===== src/rtl/wb_write_arbiter_pkg.sv =====
// Shared register-file write-port constants for the writeback arbiter and its FIFO.
package wb_write_arbiter_pkg;

    localparam int unsigned REG_DATA_W    = 32;
    localparam int unsigned REG_ADDR_W    = 5;
    localparam int unsigned REG_NUM       = 32;
    localparam int unsigned WB_FIFO_DEPTH = 4;

    localparam logic [REG_DATA_W-1:0] ZERO_WORD = '0;
    localparam logic WRITE_ENABLE  = 1'b1;
    localparam logic WRITE_DISABLE = 1'b0;

endpackage


===== src/rtl/wb_fifo.sv =====
// Synchronous FIFO buffering long-latency {addr, data} results; head is visible combinationally.
module wb_fifo #(
    parameter int unsigned DEPTH = 4,
    parameter int unsigned W     = 37,
    localparam int unsigned PTR_W = $clog2(DEPTH),
    localparam int unsigned CNT_W = PTR_W + 1
) (
    input  logic             clk,
    input  logic             rst_n,
    input  logic             push_i,
    input  logic [W-1:0]     wdata_i,
    input  logic             pop_i,
    output logic [W-1:0]     head_c,
    output logic             full_c,
    output logic             empty_c,
    output logic [CNT_W-1:0] count_o
);

    logic [W-1:0]     mem_q [DEPTH];
    logic [PTR_W-1:0] wr_ptr_q, wr_ptr_d;
    logic [PTR_W-1:0] rd_ptr_q, rd_ptr_d;
    logic [CNT_W-1:0] count_q, count_d;
    logic             push_ok;
    logic             pop_ok;

    assign full_c  = (count_q == CNT_W'(DEPTH));
    assign empty_c = (count_q == '0);
    assign head_c  = mem_q[rd_ptr_q];
    assign count_o = count_q;

    // Full/empty are start-of-cycle, so a push never lands while full.
    assign push_ok = push_i && !full_c;
    assign pop_ok  = pop_i && !empty_c;

    always_comb begin
        wr_ptr_d = wr_ptr_q + PTR_W'(push_ok);
        rd_ptr_d = rd_ptr_q + PTR_W'(pop_ok);
        count_d  = count_q + CNT_W'(push_ok) - CNT_W'(pop_ok);
    end

    always_ff @(posedge clk) begin
        if (push_ok) begin
            mem_q[wr_ptr_q] <= wdata_i;
        end
    end

    always_ff @(posedge clk or negedge rst_n) begin
        if (!rst_n) begin
            wr_ptr_q <= '0;
            rd_ptr_q <= '0;
            count_q  <= '0;
        end else begin
            wr_ptr_q <= wr_ptr_d;
            rd_ptr_q <= rd_ptr_d;
            count_q  <= count_d;
        end
    end

endmodule


===== src/rtl/wb_write_arbiter.sv =====
// Register-file write port arbiter: pipeline writeback has priority over buffered
// long-latency results; tracks outstanding long-latency destinations in pend_mask.
module wb_write_arbiter
    import wb_write_arbiter_pkg::*;
#(
    parameter int unsigned DEPTH  = WB_FIFO_DEPTH,
    parameter int unsigned ADDR_W = REG_ADDR_W,
    parameter int unsigned DATA_W = REG_DATA_W,
    parameter int unsigned NREG   = REG_NUM,
    localparam int unsigned CNT_W = $clog2(DEPTH) + 1
) (
    input  logic              clk,
    input  logic              rst,
    input  logic              pl_we,
    input  logic [ADDR_W-1:0] pl_waddr,
    input  logic [DATA_W-1:0] pl_wdata,
    input  logic              iss_valid,
    input  logic [ADDR_W-1:0] iss_addr,
    input  logic              ll_valid,
    output logic              ll_ready,
    input  logic [ADDR_W-1:0] ll_waddr,
    input  logic [DATA_W-1:0] ll_wdata,
    output logic              rf_we,
    output logic [ADDR_W-1:0] rf_waddr,
    output logic [DATA_W-1:0] rf_wdata,
    output logic [NREG-1:0]   pend_mask,
    output logic [CNT_W-1:0]  fifo_count,
    output logic              waw_err
);

    localparam int unsigned ENTRY_W = ADDR_W + DATA_W;

    logic [ENTRY_W-1:0] head;
    logic [ADDR_W-1:0]  head_addr;
    logic [DATA_W-1:0]  head_data;
    logic               fifo_full;
    logic               fifo_empty;
    logic               push;
    logic               pop;
    logic               pl_sel;
    logic               iss_set;
    logic               viol;

    logic              rf_we_q, rf_we_d;
    logic [ADDR_W-1:0] rf_waddr_q, rf_waddr_d;
    logic [DATA_W-1:0] rf_wdata_q, rf_wdata_d;
    logic [NREG-1:0]   pend_q, pend_d;
    logic              waw_q, waw_d;

    wb_fifo #(
        .DEPTH (DEPTH),
        .W     (ENTRY_W)
    ) u_fifo (
        .clk     (clk),
        .rst_n   (rst),
        .push_i  (push),
        .wdata_i ({ll_waddr, ll_wdata}),
        .pop_i   (pop),
        .head_c  (head),
        .full_c  (fifo_full),
        .empty_c (fifo_empty),
        .count_o (fifo_count)
    );

    assign head_addr = head[ENTRY_W-1:DATA_W];
    assign head_data = head[DATA_W-1:0];

    assign ll_ready = !fifo_full;
    assign push     = ll_valid && !fifo_full;
    assign pl_sel   = pl_we && (pl_waddr != '0);
    assign pop      = !pl_sel && !fifo_empty;
    assign iss_set  = iss_valid && (iss_addr != '0);

    // Arbitration; a popped register-0 entry is consumed without a write.
    always_comb begin
        rf_we_d    = WRITE_DISABLE;
        rf_waddr_d = rf_waddr_q;
        rf_wdata_d = rf_wdata_q;
        if (pl_sel) begin
            rf_we_d    = WRITE_ENABLE;
            rf_waddr_d = pl_waddr;
            rf_wdata_d = pl_wdata;
        end else if (pop) begin
            rf_we_d    = (head_addr != '0);
            rf_waddr_d = head_addr;
            rf_wdata_d = head_data;
        end
    end

    // Scoreboard: the set is applied after the clear so a newer issue wins.
    always_comb begin
        pend_d = pend_q;
        if (pop && (head_addr != '0)) begin
            pend_d[head_addr] = 1'b0;
        end
        if (iss_set) begin
            pend_d[iss_addr] = 1'b1;
        end
    end

    always_comb begin
        viol = 1'b0;
        if (iss_set && pend_q[iss_addr]) begin
            viol = 1'b1;
        end
        if (pl_sel && pend_q[pl_waddr]) begin
            viol = 1'b1;
        end
        if (push && (ll_waddr != '0) && !pend_q[ll_waddr]) begin
            viol = 1'b1;
        end
        waw_d = waw_q || viol;
    end

    always_ff @(posedge clk or negedge rst) begin
        if (!rst) begin
            rf_we_q    <= WRITE_DISABLE;
            rf_waddr_q <= '0;
            rf_wdata_q <= '0;
            pend_q     <= '0;
            waw_q      <= 1'b0;
        end else begin
            rf_we_q    <= rf_we_d;
            rf_waddr_q <= rf_waddr_d;
            rf_wdata_q <= rf_wdata_d;
            pend_q     <= pend_d;
            waw_q      <= waw_d;
        end
    end

    assign rf_we     = rf_we_q;
    assign rf_waddr  = rf_waddr_q;
    assign rf_wdata  = rf_wdata_q;
    assign pend_mask = pend_q;
    assign waw_err   = waw_q;

endmodule


===== config.mk =====
export PLATFORM = sky130hd
export DESIGN_NAME = wb_write_arbiter
export DESIGN_NICKNAME = d
export VERILOG_FILES = /design/src/rtl/wb_write_arbiter_pkg.sv /design/src/rtl/wb_fifo.sv /design/src/rtl/wb_write_arbiter.sv
export SDC_FILE = /design/constraint.sdc
export NUM_CORES = 1
export LEC_CHECK = 0
export BUFFER_PORTS_ARGS = -buffer_cell sky130_fd_sc_hd__buf_4
export CORE_MARGIN = 10
export CORE_UTILIZATION = 43
export CTS_CLUSTER_SIZE = 30
export DETAILED_ROUTE_END_ITERATION = 8
export SYNTH_ARGS = -nofsm -noshare
export SYNTH_HDL_FRONTEND = slang
export SYNTH_SLANG_ARGS = --single-unit

===== constraint.sdc =====
create_clock -name clk -period 5.2 [get_ports clk]
set_input_delay 0.52 -clock clk [delete_from_list [all_inputs] [get_ports clk]]
set_output_delay 0.52 -clock clk [all_outputs]
set_load 0.01 [all_outputs]

==> impl_metrics.ini <==
[status]
status = completed

[floorplan]
die_w_um = 169
die-area_um2 = 28600
rows = 54
die_h_um = 169
fp.coreArea_um2 = 21800
start_util_pct = 43.7
ios = 159

[sta]
final-hold-violation-count = 0
grt_setup_unrepaired = false
fin_crit_ns = 2.97
timing.slew.headroom_pct = 29.6
max_freq_mhz = 337
fin_crit_sh_pct = 57.1
finClkSkew_ns = 0.0107
finalSetupViolCount = 0
drv_slew = 0
hold_slack_ns = 0.195
tns_ns = 0
tightest_slew_ns = 1.06

[clocking]
clock_sinks = 226
clk_latency_ns = 0.50
clock_path_buffers = 3
cts_buffers = 25
hold_buffers = 0
post-cts-setup-buffer-count = 0
cts_root_buf = clkbuf_16
h-tree-depth = 1
cts_resized = 0
cts_tree = yes
path_clk_slew_ns = 0.06

[setup_path]
crit_chain = buf_4, mux4_2, or2_2, nor3_1, nand2_1, o21ai_0, o21ai_0
start_kind = flop
slowest_stage = mux4_2
crit_buf_inv = 1
slowest_delay_ns = 0.65
crit_path_end_kind = flop
cp_max_fo = 26
crit_family = simple AND/OR/NAND/NOR gates
arrival_ns = 3.34
path_class = reg2reg
cpMostUsedCell = o21ai_0
cp_data_required_time_ns = 5.57

[worst_hold_path]
worstHoldPathType = in2async

[run]
cap_viol_max_count = 0

[logic_synthesis]
synthAdderAreaFrac_pct = 0.734
synth_top_area_share_pct = 46.6
synth_area_leaders = edfxtp_1 (47%), dfrtp_1 (20%), mux4_2 (13%)
yosysUniqueCellTypes = 43
synth-simple-area-share_pct = 4.89
synth_area_um2 = 9550
synth_xor_area_share_pct = 0.367
synth-compound-area-share_pct = 6.78
synth_top_cell_by_area = edfxtp_1
syn-num-nets = 686
synth.avg_cell_area_um2 = 16.0
synth_top_family_by_area = multiplexers
syn_inst = 597
yosysSeqAreaShare_pct = 67.0
synth_warnings = 0
ys_seq_elements = 226
synth_mux_area_share_pct = 18.6

[layout]
syn_to_final_growth_pct = 23.2
final_nets = 847
finalNonFillerCells = 1055
finalInstanceArea_um2 = 11800
final.fill_count = 1775
final_cell_mix = buf_4 (164), edfxtp_1 (148), o21ai_0 (96)
layout_commonest_cell = buf_4
drive_above_1_share_pct = 34.5
diodes = 0

[pwr]
static-leakage-power_nw = 4.42
pwr-share-comb_pct = 32.0
p_sw_share_pct = 32.8
p_clk_share_pct = 24.2
p_sw_mw = 2.18
internal_power_mw = 4.46
vdd_ir_drop_max_mv = 0.328
seqPwrFrac_pct = 43.8
power_density_nw_per_um2 = 565
p_total_mw = 6.64

[global_routing]
track_usage_pct = 16.6
grt_antenna_before_repair = 0
grt-ovfl-total = 0
grt_pass1_wl_mm = 37.7
grt_max_degree = 79
grt_pass1_vias = 6477

[routing]
dr.pass1.iters = 5
wl_met2_mm = 12.1
wl_met1_mm = 10.2
drt_iter0_markers = 434
vias = 5978
remaining_drc_errors = 0
topRoutingLayerUsed = met4
ant_nets = 0
wl_met3_mm = 1.78
finalWirelength_mm = 24.6
wl_per_cell_um = 23.4
viasPerCell = 5.67

[placed_design]
routabilityCongestion = 0.925
hpwl_mm = 16.6
portBuffers = 158
numPlacedInstances = 1011
postPlaceCellArea_um2 = 11000
[metrics by stage]
| step | util, % | worst slack, ns |
|---|---|---|
| 5_1_grt | 53.9 | 1.83 |
| 3_5_place_dp | 50.5 | 1.91 |
| 2_1_floorplan | - | 1.17 |
| 3_3_place_gp | 50.5 | 2.00 |
| 4_1_cts | 53.9 | 2.17 |
| 6_report | 53.9 | 2.23 |
[state kept, by name (all words and copies together) (netlist names)]
name and count:
waw_err 1, u_fifo.count_o 3, u_fifo.wr_ptr_q 2, rf_wdata 32, rf_we 1, rf_waddr 5
u_fifo.rd_ptr_q 2, u_fifo.mem_q 148, pend_mask 32
[final timing paths]
| kind | startpoint | endpoint | slack, ns | cells past startpoint |
|---|---|---|---|---|
| max | u_fifo.rd_ptr_q[0] | pend_mask[28] | 2.23 | 7 |
| min | rst | rf_waddr[3] | 0.19 | 1 |
| max reg2reg | u_fifo.rd_ptr_q[0] | pend_mask[28] | 2.23 | 7 |
| min reg2reg | pend_mask[0] | pend_mask[0] | 0.49 | 0 |
| max in group asynchronous | rst | u_fifo.rd_ptr_q[0] | 4.28 | 1 |
| min in group clk | ll_wdata[18] | u_fifo.mem_q[3][18] | 0.21 | 1 |
[layer usage]
metal	up-vias	GRT usage, %
met3	46	3.68
met5	-	0
met1	3037	21.6
met2	234	27.4
met4	0	4.84
li1	2661	-
[cells by family (layout without fill, tap and decap cells)]
| logic type | after synthesis | count (layout) |
|---|---|---|
| buffers and inverters | 36 | 214 |
| DFF | 226 | 226 |
| AOI/OAI and AO/OA | 121 | 121 |
| muxes | 111 | 111 |
| and+or+nand+nor | 94 | 94 |
| xor gates and xnor gates | 4 | 4 |
| adders and majority gates | 5 | 5 |
[worst register-to-register path, cell delays in order, from the launching register on]
cell and delay [ns]:
dfrtp_2 0.64, buf_4 0.55, mux4_2 0.65, or2_2 0.35
nor3_1 0.13, nand2_1 0.18, o21ai_0 0.21, o21ai_0 0.13
[synth_stat cells, drive strengths merged]
cell	instances
edfxtp	148
o21ai	104
dfrtp	78
mux2i	54
mux4	53
nand2	47
clkbuf	19
buf	11
nor2	9
nand3b	8
inv	6
nand3	6
or3	6
ha	4
mux2	4
nor3	4
o22ai	4
a31oi	3
nor3b	3
or3b	3
nand2b	2
nor4	2
o41ai	2
or2	2
xnor2	2
xor2	2
a21oi	1
a22oi	1
a311oi	1
and3	1
fa	1
nor2b	1
o211ai	1
o21bai	1
o221ai	1
o311ai	1
o41a	1
[final cells by class]
cell class                      instances  area, um^2  area share (%)
Clock buffer                           33         666            5.66
Tap cell                              280         350            2.98
Multi-Input combinational cell        335        3020            25.7
Inverter                                6        22.5           0.191
Sequential cell                       226        6400            54.4
Clock inverter                         11        75.1           0.638
Timing Repair Buffer                  164        1230            10.5
[power groups by stage]
stage / clock network, mW / logic, mW / registers [mW]
5_1_grt: 1.73 / 2.33 / 2.96
3_5_place_dp: 0 / 2.17 / 2.94
4_1_cts: 1.65 / 2.17 / 2.90
6_report: 1.61 / 2.13 / 2.91
3_3_place_gp: 0 / 2.13 / 2.91
2_1_floorplan: 0 / 1.27 / 2.82
Power figures use the tool's default switching activity.
